$ cat src/rtl/bcd_counter_ndigit.sv
// Purpose : N-digit cascadable BCD up/down counter with clear, load and sticky wrap.
// Latency : q updates on the edge after Cin/Load/Clr is sampled; Cout is combinational.
// Backpres: none; the counter accepts one step, load or clear on every clock edge.
//
// Ports:
//   Clk, Rst_n      rising-edge clock, asynchronous active-low reset
//   Cin             count enable / carry-in, one step per cycle
//   Up              1 = count up, 0 = count down
//   Clr             synchronous clear to RST_VAL in every digit (highest priority)
//   Load, Load_val  synchronous parallel load (priority below Clr, above Cin)
//   q               packed BCD value, digit 0 in q[3:0]
//   Cout            Cin & terminal count (all 9 going up, all 0 going down)
//   Wrap            sticky: set by a wrapping step, cleared by Clr or reset
//   Load_err        one-cycle pulse when a load is rejected
//
// Build option: define BCD_CNT_LOAD_CHECK_EN to reject loads that contain a
// nibble above 9 (q and Wrap held, Load_err pulses). Without it, Load_val is
// loaded verbatim and Load_err stays 0.

module bcd_counter_ndigit #(
    parameter int DIGITS  = 4,
    parameter int RST_VAL = 0
) (
    input  logic                  Clk,
    input  logic                  Rst_n,
    input  logic                  Cin,
    input  logic                  Up,
    input  logic                  Clr,
    input  logic                  Load,
    input  logic [4*DIGITS-1:0]   Load_val,
    output logic [4*DIGITS-1:0]   q,
    output logic                  Cout,
    output logic                  Wrap,
    output logic                  Load_err
);

    localparam int              W       = 4 * DIGITS;
    localparam logic [3:0]      RST_DIG = 4'(RST_VAL);
    localparam logic [W-1:0]    RST_VEC = {DIGITS{RST_DIG}};

    logic [W-1:0] cnt_q, cnt_d;
    logic         wrap_q, wrap_d;
    logic         load_err_q, load_err_d;

    logic [W-1:0] cnt_step;
    logic [3:0]   dig;
    logic         run9, run0;
    logic         all9, all0;
    logic         load_bad;

    // Ripple carry/borrow resolved in one cycle. run9/run0 track whether every
    // digit below the current one is 9/0; an illegal digit (>9) breaks both
    // chains, so it never propagates a carry or borrow upward.
    always_comb begin
        cnt_step = cnt_q;
        dig      = 4'd0;
        run9     = 1'b1;
        run0     = 1'b1;
        for (int k = 0; k < DIGITS; k++) begin
            dig = cnt_q[4*k +: 4];
            if (Up ? run9 : run0) begin
                if (Up) begin
                    // 9 and illegal values both roll to 0
                    cnt_step[4*k +: 4] = (dig >= 4'd9) ? 4'd0 : dig + 4'd1;
                end else begin
                    // 0 and illegal values both roll to 9
                    cnt_step[4*k +: 4] = ((dig == 4'd0) || (dig > 4'd9)) ? 4'd9 : dig - 4'd1;
                end
            end
            run9 = run9 & (dig == 4'd9);
            run0 = run0 & (dig == 4'd0);
        end
        all9 = run9;
        all0 = run0;
    end

    assign Cout = Cin & (Up ? all9 : all0);

    always_comb begin
        load_bad = 1'b0;
`ifdef BCD_CNT_LOAD_CHECK_EN
        for (int k = 0; k < DIGITS; k++) begin
            if (Load_val[4*k +: 4] > 4'd9) begin
                load_bad = 1'b1;
            end
        end
`endif
    end

    // Priority: Clr > Load > Cin; idle holds everything.
    always_comb begin
        cnt_d      = cnt_q;
        wrap_d     = wrap_q;
        load_err_d = 1'b0;
        if (Clr) begin
            cnt_d  = RST_VEC;
            wrap_d = 1'b0;
        end else if (Load) begin
            if (load_bad) begin
                load_err_d = 1'b1;
            end else begin
                cnt_d = Load_val;
            end
        end else if (Cin) begin
            cnt_d = cnt_step;
            // Cout high here means this step wraps the whole counter
            if (Cout) begin
                wrap_d = 1'b1;
            end
        end
    end

    always_ff @(posedge Clk or negedge Rst_n) begin
        if (!Rst_n) begin
            cnt_q      <= RST_VEC;
            wrap_q     <= 1'b0;
            load_err_q <= 1'b0;
        end else begin
            cnt_q      <= cnt_d;
            wrap_q     <= wrap_d;
            load_err_q <= load_err_d;
        end
    end

    assign q        = cnt_q;
    assign Wrap     = wrap_q;
    assign Load_err = load_err_q;

endmodule

$ cat config.mk
export PLATFORM = sky130hd
export DESIGN_NAME = bcd_counter_ndigit
export DESIGN_NICKNAME = d
export VERILOG_FILES = /design/src/rtl/bcd_counter_ndigit.sv
export SDC_FILE = /design/constraint.sdc
export NUM_CORES = 1
export LEC_CHECK = 0
export BUFFER_PORTS_ARGS = -buffer_cell sky130_fd_sc_hd__buf_4
export CAP_MARGIN = 15
export CORE_MARGIN = 5
export CORE_UTILIZATION = 56
export CTS_BUF_LIST = sky130_fd_sc_hd__clkbuf_16
export DETAILED_ROUTE_END_ITERATION = 16
export PLACE_DENSITY = 0.83
export REMOVE_ABC_BUFFERS = 1
export SYNTH_ARGS = -nofsm -noshare
export SYNTH_HDL_FRONTEND = slang
export SYNTH_SLANG_ARGS = --single-unit
$ cat constraint.sdc
create_clock -name Clk -period 4.1 [get_ports Clk]
set_clock_uncertainty 0.1 [all_clocks]
set_input_delay 0.41 -clock Clk [delete_from_list [all_inputs] [get_ports Clk]]
set_output_delay 0.41 -clock Clk [all_outputs]
set_load 0.05 [all_outputs]
* Word level (Yosys, flattened, before mapping)
Index checks and enable logic that the tools add are counted.
** Storage, ports and cells
- Output and inout bits :: 19
- Bits of input ports :: 22
- Register bits :: 17
- Logic and storage cells :: 77
** Cells by class
- Add/sub/neg operators :: 8
- Equality and inequality tests :: 5
- Reductions and logical operators :: 18
- Magnitude comparators :: 8
- Mux-type cells :: 26
- Bitwise logic cells :: 7
** Operator list (number)
- $mux W4 :: 15
- $mux W16 :: 3
- $add A4 B1 Y4 const B :: 4
- $eq A4 B4 Y1 const B :: 4
- $ge A4 B4 Y1 const B :: 4
- $gt A4 B4 Y1 const B :: 4
- $logic_not A4 Y1 :: 4
- $sub A4 B1 Y4 const B :: 4
- $reduce_bool A3 Y1 :: 4
- $mux W1 :: 8
- $and A1 B1 Y1 :: 7
- $reduce_and A2 Y1 :: 3
- $logic_or A1 B1 Y1 :: 4
- $reduce_bool A2 Y1 :: 2
- $reduce_and A3 Y1 :: 1
- $ne A2 B2 Y1 const B :: 1

* Longest topological paths before layout
Gate-level depths: netlist (run 1).
- Word-level depth :: 10
- Gate-level depth with buffers :: 7
- Mapped depth without buffers :: 7

* Least setup slack after synthesis (run 1)
Ideal clock, no wire load.
- Path kind :: reg2out
- Start :: reg cnt_q[0], in the netlist q[0]
- End :: out Cout
- Buffers on the path :: 0
- Cell stages (with the launch flop) :: 6
- Arrival time :: 2101 ps
- Slack :: 1489 ps
- Required time :: 3590 ps
- Path through :: dfrtp_1 -> ha_1 -> nand4b_2 -> nor4_4 -> nor3b_1 -> o21a_1
** Between the ends
- Cells in the longest elaborated chain, start to end :: 6
- Elaborated cells between the ends (all ways) :: 10
- Those cells by class :: 1 x eq/ne; 1 x mux; 7 x bitwise; 1 x reduce/logical
** RTL lines
- start: declaration :: line 41 : logic [W-1:0] cnt_q, cnt_d;
- start signal: assignment :: line 119 : cnt_q <= cnt_d;
- $eq A4 B4 Y1 or $logic_not A4 Y1 (tied branches) :: line 70, 71
- $and A1 B1 Y1 (on tied branches) (3 in series) :: line 70, 71
- $mux W1 (*) :: line 77 : assign Cout = Cin & (Up ? all9 : all0);
- $and A1 B1 Y1 (*) :: line 77
- end: declaration :: line 32 : output logic Cout,
Every way passes the cells marked *; elsewhere a longest branch is shown, timed or not.

* Worst setup path in the final report (run 1)
- Start :: reg cnt_q[1], in the netlist q[1]
- End :: out Cout
The elaborated chain is that of the path after synthesis.

==> results of run 1 <==
==> worst register-to-register path, cell delays in order, from the launching register on <==
cell and delay [ps]:
dfrtp_1 460, inv_1 130, ha_1 230, nor2b_1 290, and4_1 260, o21ai_2 120
and3_4 210, a211o_1 250
==> cell usage in the layout, fill, tap and decap left out, types with 6 or more instances in the layout <==
master   count
a21oi_1     21
inv_1       13
nor3_1       7
a22oi_1      6
o21ai_0      6
dfrtp_1     17
ha_1        13
nand2_1     17
buf_4       40
nand3_1      6
nor3b_1      6
nor2_1      25
==> metrics by stage <==
stage | power [mW] | area, sq um | setup slack, ps
finish | 0.7319 | 2111 | 1454
global route | 0.7754 | 2111 | 1343
CTS | 0.7324 | 2111 | 1453
detailed placement | 0.5296 | 2022 | 1724
global placement | 0.5231 | 2022 | 1787
floorplan | 0.4351 | 1667 | 1463
==> kinds of logic after synthesis <==
kind of cell             Yosys count  share of synthesized area (%)
XOR/XNOR                           7                          3.510
AND/OR/NAND/NOR                   83                          25.79
AO/OA/AOI/OAI                     74                          28.51
multiplexers                       2                          1.146
other                              1                         0.2147
adder cells (fa/ha/maj)           13                          9.313
flip-flops                        17                          24.36
buffers and inverters             27                          7.163
==> cell type report <==
class                      count  area, sq um
multi-input combinational    180         1196
timing repair buffer          41        310.3
inverter                      12        45.04
sequential                    17        425.4
tap                           44        55.05
clock inverter                 1        3.754
clock buffer                   3        75.07
fill                         276        917.1
==> Yosys cell counts, types with 5 or more instances <==
master	number	area, sq um
nand2b_1	5	31.28
nand3_1	6	30.03
nor2_1	25	93.84
dfrtp_1	17	425.4
nand2_1	17	63.81
nor3b_1	6	45.04
a31oi_1	5	31.28
clkbuf_1	7	26.28
o21ai_0	6	30.03
a22oi_1	6	45.04
o21bai_1	5	37.54
ha_1	13	162.7
inv_1	12	45.04
nor3_1	7	35.03
a21oi_1	21	105.1
==> layer usage <==
metal  share of wire [%]  GRT usage [%]
met5                   0              0
met4                 1.5          8.031
met3                 6.9          4.082
met2                  47          36.55
met1                  44          26.86
==> final timing paths <==
kind | endpoint | start | depth (start not counted)
setup / recovery | Cout | q[1] | 7
hold / removal | q[15] | Load_val[15] | 2
setup reg to reg | q[15] | q[5] | 7
hold reg to reg | Wrap | Wrap | 1
max in group asynchronous | q[15] | Rst_n | 2
min in group asynchronous | q[10] | Rst_n | 2
==> flip-flops by register name, summed over array words and instances, names as in the netlist <==
register and count:
q 16, Wrap 1
==> repair_timing <==
| action | in CTS | in global routing |
|---|---|---|
| gates resized for setup | 0 | 0 |
| hold buffers | 1 | 0 |
| hold endpoints to repair | 17 | 0 |
==> power by group <==
group	internal [mW]	switching, mW
sequential	0.185	0.0474
clock	0.130	0.0721
combinational	0.118	0.179
total	0.433	0.299
==> reports/qor.txt, run 1 <==
Via count = 1764
Power Density = 346.7 nW/um^2
Post-layout min period = 2646 ps
Slew Limit Headroom = 61.12%
Final Slew Violations = 0
Crit path buf inv count = 2
Antenna cells = 0
Clk_lat worst skew = 250 ps
CP delay by family, top = simple AND/OR/NAND/NOR gates
Drt via density = 5.919
Post-synthesis register bit count = 17
CTS tree = done
Number of CTS-inserted buffers = 3
Global route overflow = 0
Yosys cell types = 55
Worst path slowest cell = dfrtp_1
Hold slack = 266.7 ps
Fmax = 377.9 MHz
Syn avg cell area = 7.798 sq um
CP Launch Type = register
DRT Pass-1 Iters = 5
Pin count of the biggest net entering global routing = 34
Site Rows = 20
Crit path largest cell delay = 420 ps
DRT antenna net count = 0
Reg2reg setup slack = 1930 ps
Syn Std Cell Area = 1747 sq um
Initial antenna violation count = 0
Crit path max fanout = 5
Critical Path, Cell by Cell = inv_1 > ha_1 > nand4b_2 > nor4_4 > nor3b_1 > o21a_1 > buf_4
Post-synthesis sequential area ratio = 24.36%
H-tree levels = 1
Die width = 65.85 microns
PortBufs = 39
CP required = 3590 ps
First-pass GRT wire length = 7438 microns
Ys async rst share = 100.0%
Initial Util = 57.69%
Layout cells sized above 1 = 19.29%
Area of the core = 3028 sq um
Crit Path Category = register to primary output
Post-synth top flop = dfrtp_1
DR DRC count = 0
Post-CTS Setup Bufs = 0
Final Core Density = 69.71%
Placed insts = 293
Synth warn = 0
Die area = 4336 sq um
Vias in the first global route = 1705
Sinks on the clock net = 17
Max cap viols = 0
Worst-margin pin slew = 582.1 ps
Final wirelength = 4349 microns
Clock Tree Buf Depth = 2
Final Hold Vio Count = 0
GP Congestion = 0.8925
Dpl hpwl = 3066 microns
Die height = 65.85 microns
TNS Setup = 0 ps
CTS Root Cell = clkbuf_16
Fin nets = 290
Register clock-pin slew on the reported worst setup and hold paths = 60 ps
IO Count = 41
Avg WL per Cell = 14.59 microns
Worst EP arrival = 2140 ps
Mapped Cells = 224
Post-synth EDFFs = 0
RSZ-0062 raised after global routing = no
Non-Filler Instances = 298
Gr usage total = 21.55%
Worst vdd ir = 0.0001667 V
Pleak = 0.9526 nW
Layout area overhead = 20.85%
Setup violators final = 0
Status = complete, no violations
Iter 0 DRT Violations = 148
Tcrit/Tclk final = 64.54%
Hold Crit Class = input port to register
CP Capture Type = primary output
Note: power is estimated with default switching activity, not from simulation.
==> inputs of run 2 (changes only) <==
--- a/config.mk
+++ b/config.mk
@@ -5,13 +5,14 @@
 export SDC_FILE = /design/constraint.sdc
 export NUM_CORES = 1
 export LEC_CHECK = 0
+export ABC_AREA = 1
 export BUFFER_PORTS_ARGS = -buffer_cell sky130_fd_sc_hd__buf_4
 export CAP_MARGIN = 15
 export CORE_MARGIN = 5
-export CORE_UTILIZATION = 56
+export CORE_UTILIZATION = 50
 export CTS_BUF_LIST = sky130_fd_sc_hd__clkbuf_16
 export DETAILED_ROUTE_END_ITERATION = 16
-export PLACE_DENSITY = 0.83
+export PLACE_DENSITY = 0.77
 export REMOVE_ABC_BUFFERS = 1
 export SYNTH_ARGS = -nofsm -noshare
 export SYNTH_HDL_FRONTEND = slang
==> constraint.sdc (replaced) <==
create_clock -name Clk -period 2.1 [get_ports Clk]
set_clock_uncertainty 0.1 [all_clocks]
set_input_delay 0.21 -clock Clk [delete_from_list [all_inputs] [get_ports Clk]]
set_output_delay 0.21 -clock Clk [all_outputs]
set_load 0.05 [all_outputs]
==> reports/qor.txt, run 2 <==
Most instantiated cells after synthesis = nand2_1 (109), nor2_1 (41), inv_1 (38)
Worst path slowest cell = dfrtp_1
Commonest non-fill, non-tap cell in the layout = nand2_1
Number of flip-flops in the largest register = 16
Post-Layout Inst Area = 2467 sq um
Status = complete, no violations
Initial antenna violation count = 0
Final Slew Violations = 0
Area after DPL = 2253 sq um
Die area = 5233 sq um
Yosys cell types = 33
Register clock-pin slew on the reported worst setup and hold paths = 50 ps
DRT antenna net count = 0
Antenna cells = 0
H-tree levels = 1
Fmax = 483.8 MHz
Die width = 72.34 microns
Setup violators final = 0
Drt via density = 4.923
Slew Limit Headroom = 65.35%
Avg WL per Cell = 11.64 microns
DRT Pass-1 Iters = 4
CTS Root Cell = clkbuf_16
Crit Path Category = register to primary output
Fin nets = 402
Sinks on the clock net = 17
Dpl hpwl = 3492 microns
Pin count of the biggest net entering global routing = 21
Power Density = 710.8 nW/um^2
Hold Crit Class = input port to register
CP required = 1790 ps
GP Congestion = 0.8672
Post-layout min period = 2067 ps
Clock Tree Buf Depth = 2
DR DRC count = 0
CP Capture Type = primary output
Ranking of synthesized cells by area = dfrtp_1 (22%), nand2_1 (21%), ha_1 (8.4%)
Global route overflow = 0
Final Hold Vio Count = 0
GRT met2 Usage = 31.04%
Initial Util = 52.29%
Post-synth top flop = dfrtp_1
Post-synth EDFFs = 0
FILL cells = 347
Ys async rst share = 100.0%
Via count = 2038
Most common cell in the netlist = nand2_1
Worst vdd ir = 0.0004008 V
Global Route met1 Usage = 24.35%
IO Count = 41
Synth warn = 0
Crit path largest cell delay = 400 ps
Met3 GRT Util = 3.740%
Iter 0 DRT Violations = 122
Worst EP arrival = 1760 ps
Die height = 72.34 microns
Number of CTS-inserted buffers = 3
Crit path max fanout = 4
Layout area overhead = 26.98%
RSZ-0062 raised after global routing = yes
Most frequent cells in the layout = nand2_1 (108), buf_4 (50), nor2_1 (41)
Pleak = 1.426 nW
CTS tree = done
Top cell type's share of synthesized area = 21.89%
Crit path buf inv count = 2
Max cap viols = 0
Most Crowded Layer GR = met2
CP Launch Type = register
Vias in the first global route = 1829
CP delay by family, top = simple AND/OR/NAND/NOR gates
Site Rows = 22
Tcrit/Tclk final = 98.42%
Final wirelength = 4820 microns
Mapped Cells = 320
Design Power = 1.754 mW
Cell taking the most area after synthesis = dfrtp_1
Layout cells sized above 1 = 25.96%
TNS Setup = 0 ps
Post-synthesis register bit count = 17
Worst path most repeated cell = nor2_4
Syn Std Cell Area = 1943 sq um
Post-synthesis sequential area ratio = 21.89%
First-pass GRT wire length = 7997 microns
Critical Path, Cell by Cell = inv_2 > ha_4 > nand3_4 > nor2_4 > nand2_4 > nor2_4 > nand2_2 > a21oi_2 > buf_6
Syn avg cell area = 6.072 sq um
Worst-margin pin slew = 519.2 ps
PortBufs = 39
Gr usage total = 18.64%
Clk_lat worst skew = 250 ps
Area of the core = 3716 sq um
## run 2: worst min-delay path, delay by kind of cell
family	cells	cell delay, ps
buf+inv	1	90
simple gates	2	140
## run 2: logic make-up after synthesis
family / share of synthesized area [%]
AO/OA/AOI/OAI: 8.629
AND/OR/NAND/NOR: 46.10
XOR/XNOR: 1.803
other: 0.1930
adder cells (fa/ha/maj): 8.371
flip-flops: 21.89
buffers and inverters: 13.01
## run 2: final timing paths
path	start	slack (ps)	cells after the start	to
min in group asynchronous	Rst_n	270	2	q[6]
max in group asynchronous	Rst_n	1420	2	q[9]
max	q[1]	30	9	Cout
max reg2reg	q[13]	450	12	q[12]
min reg2reg	Wrap	390	2	Wrap
min	Cin	120	3	Wrap
## run 2: routing by layer
metal / wire (microns) / up-vias
li1: - / 1080
met1: 2207 / 893
met2: 2200 / 55
met3: 321 / 10
met4: 91 / 0
met5: 0 / -
## run 2: final cells by class
class | count | area, sq um | area share [%]
sequential | 17 | 429.2 | 17.39
clock buffer | 3 | 75.07 | 3.043
multi-input combinational | 246 | 1323 | 53.60
clock inverter | 1 | 3.754 | 0.1521
inverter | 47 | 180.2 | 7.302
tap | 48 | 60.06 | 2.434
timing repair buffer | 52 | 396.6 | 16.08
## run 2: repair_timing
action	in CTS	in global routing
buffers inserted	4	4
hold buffers	1	0
resized for setup	7	11
endpoints found under the hold margin	17	0
pin swaps	0	1
endpoints found under the setup margin	1	1
## run 2: stage by stage
step,setup slack [ps],std cells,utilization [%],hold WS (ps)
global route,-55.05,414,66.40,129.2
floorplan,-457.4,310,-,-185.6
CTS,2.434,410,64.24,124.4
global placement,161.7,401,60.64,-5.475
detailed placement,123.8,401,60.64,-1.227
finish,33.16,414,66.40,122.5
## run 2: where the power goes
group,switching [mW],total (mW),internal [mW]
Clock,0.136,0.389,0.253
Sequential,0.0799,0.455,0.375
Combinational,0.572,0.909,0.337
Total,0.788,1.75,0.965
==> inputs of run 3 (changes only) <==
--- a/config.mk
+++ b/config.mk
@@ -13,7 +13,6 @@
 export CTS_BUF_LIST = sky130_fd_sc_hd__clkbuf_16
 export DETAILED_ROUTE_END_ITERATION = 16
 export PLACE_DENSITY = 0.77
-export REMOVE_ABC_BUFFERS = 1
 export SYNTH_ARGS = -nofsm -noshare
 export SYNTH_HDL_FRONTEND = slang
 export SYNTH_SLANG_ARGS = --single-unit
==> reports/qor.txt, run 3 (synthesized netlist as in run 2, its figures left out) <==
Tcrit/Tclk final = 96.26%
NetSw = 792.6 uW
Final Hold Vio Count = 0
Placed insts = 402
Worst EP arrival = 1710 ps
Pin count of the biggest net entering global routing = 21
CP required = 1790 ps
Die area = 5233 sq um
Synth Net Count = 355
CP Launch Type = register
Initial antenna violation count = 0
Gate power share = 52.0%
DRT antenna net count = 0
CTS Root Cell = clkbuf_16
Most frequent cells in the layout = nand2_1 (107), buf_4 (50), nor2_1 (41)
Setup violators final = 0
Vias in the first global route = 1824
Die height = 72.34 microns
Part of the power in the clock network = 22.0%
Number of flip-flops in the largest register = 16
Max cap viols = 0
Hold slack = 113.6 ps
TNS Setup = 0 ps
Number of CTS-inserted buffers = 3
Antenna cells = 0
Clock Tree Buf Depth = 2
Non-Filler Instances = 415
Sw Ratio = 44.98%
Post-Layout Inst Area = 2487 sq um
Worst vdd ir = 0.0005237 V
Site Rows = 22
Design Power = 1.762 mW
Final Core Density = 66.94%
Pleak = 1.428 nW
Worst reg2reg startpoint = q[0]
Hold Crit Class = input port to register
Layout area overhead = 28.01%
Worst path slowest cell = dfrtp_2
CP Capture Type = primary output
Register clock-pin slew on the reported worst setup and hold paths = 50 ps
Final wirelength = 4942 microns
DRT Pass-1 Iters = 4
Clk_lat worst skew = 250 ps
Power Density = 708.5 nW/um^2
Share of power burned in registers = 25.9%
Fin nets = 403
Initial Util = 52.29%
FILL cells = 356
Area of the core = 3716 sq um
H-tree levels = 1
Commonest non-fill, non-tap cell in the layout = nand2_1
DR DRC count = 0
Status = complete, no violations
Crit path largest cell delay = 440 ps
CTS tree = done
IO Count = 41
Sinks on the clock net = 17
Worst Hold Depth = 4
Post-layout min period = 2021 ps
Via count = 2070
Crit path max fanout = 5
PortBufs = 39
Avg WL per Cell = 11.91 microns
Worst-case reg-to-reg path depth = 9
Die width = 72.34 microns
Crit Path Category = register to primary output
Hold wc startpoint = Clr
Iter 0 DRT Violations = 148
Post-route worst setup slack = 78.59 ps
RSZ-0062 raised after global routing = no
Internal power = 969.6 uW
Dpl hpwl = 3590 microns
GP Congestion = 0.7986
Final Slew Violations = 0
DP Worst Slack = 102.0 ps
Global route overflow = 0
Layout cells sized above 1 = 26.98%
Drt via density = 4.988
Critical Path, Cell by Cell = inv_2 > ha_4 > nand3_4 > nor2_4 > nand2_4 > nor2_4 > nand2_2 > a21oi_4 > buf_6
R2r endpoint = q[1]
Fmax = 494.7 MHz
WHS Endpoint = Wrap
Worst path most repeated cell = nor2_4
Gr usage total = 19.93%
First-pass GRT wire length = 8335 microns
Reg2reg setup slack = 450 ps
Area after DPL = 2275 sq um
run 3: worst max-delay path: cells and delay by family (launching register included):
kind	cells	cell delay, ps
buffers and inverters	2	260
and+or+nand+nor	5	480
adders and majority gates	1	150
AOI/OAI and AO/OA	1	140
DFF	1	440
run 3: area by class of cell:
type / instances / area, sq um / share of cell area (%)
inverter: 47 / 182.7 / 7.344
clock buffer: 3 / 75.07 / 3.018
multi-input combinational: 246 / 1328 / 53.37
clock inverter: 1 / 3.754 / 0.1509
tap: 48 / 60.06 / 2.414
sequential: 17 / 430.4 / 17.30
timing repair buffer: 53 / 407.9 / 16.40
run 3: metal layers:
metal  vias to the layer above  wire (microns)  track usage, %
met4                         0              64           6.681
met3                         5             257           2.632
met5                         -               0               0
met2                        50            2391           32.46
met1                       933            2229           27.05
li1                       1082               -               -
run 3: what timing repair did:
| action | 4_1_cts | 5_1_grt |
|---|---|---|
| pin swaps | 0 | 2 |
| hold buffers | 1 | 0 |
| setup buffers | 1 | 7 |
| setup endpoints to repair | 1 | 1 |
| hold endpoints to repair | 17 | 0 |
| cloned | 0 | 0 |
| resized for setup | 8 | 12 |
run 3: worst max path at each step:
stage / end / slack, ps / from / depth (start not counted)
finish: Cout / 80 / q[0] / 9
global route: Cout / 7 / q[5] / 9
CTS: Cout / 0.5 / q[0] / 9
detailed placement: Cout / 100 / q[1] / 9
global placement: Cout / 140 / q[1] / 9
floorplan: Cout / 30 / q[5] / 8
run 3: power by group through the flow:
stage | sequential (mW) | combinational, mW | clock (mW)
final | 0.457 | 0.917 | 0.388
after global routing | 0.467 | 1.02 | 0.414
after CTS | 0.451 | 0.869 | 0.400
after detailed placement | 0.459 | 0.841 | 0
after global placement | 0.457 | 0.830 | 0
after floorplan | 0.598 | 0.487 | 0
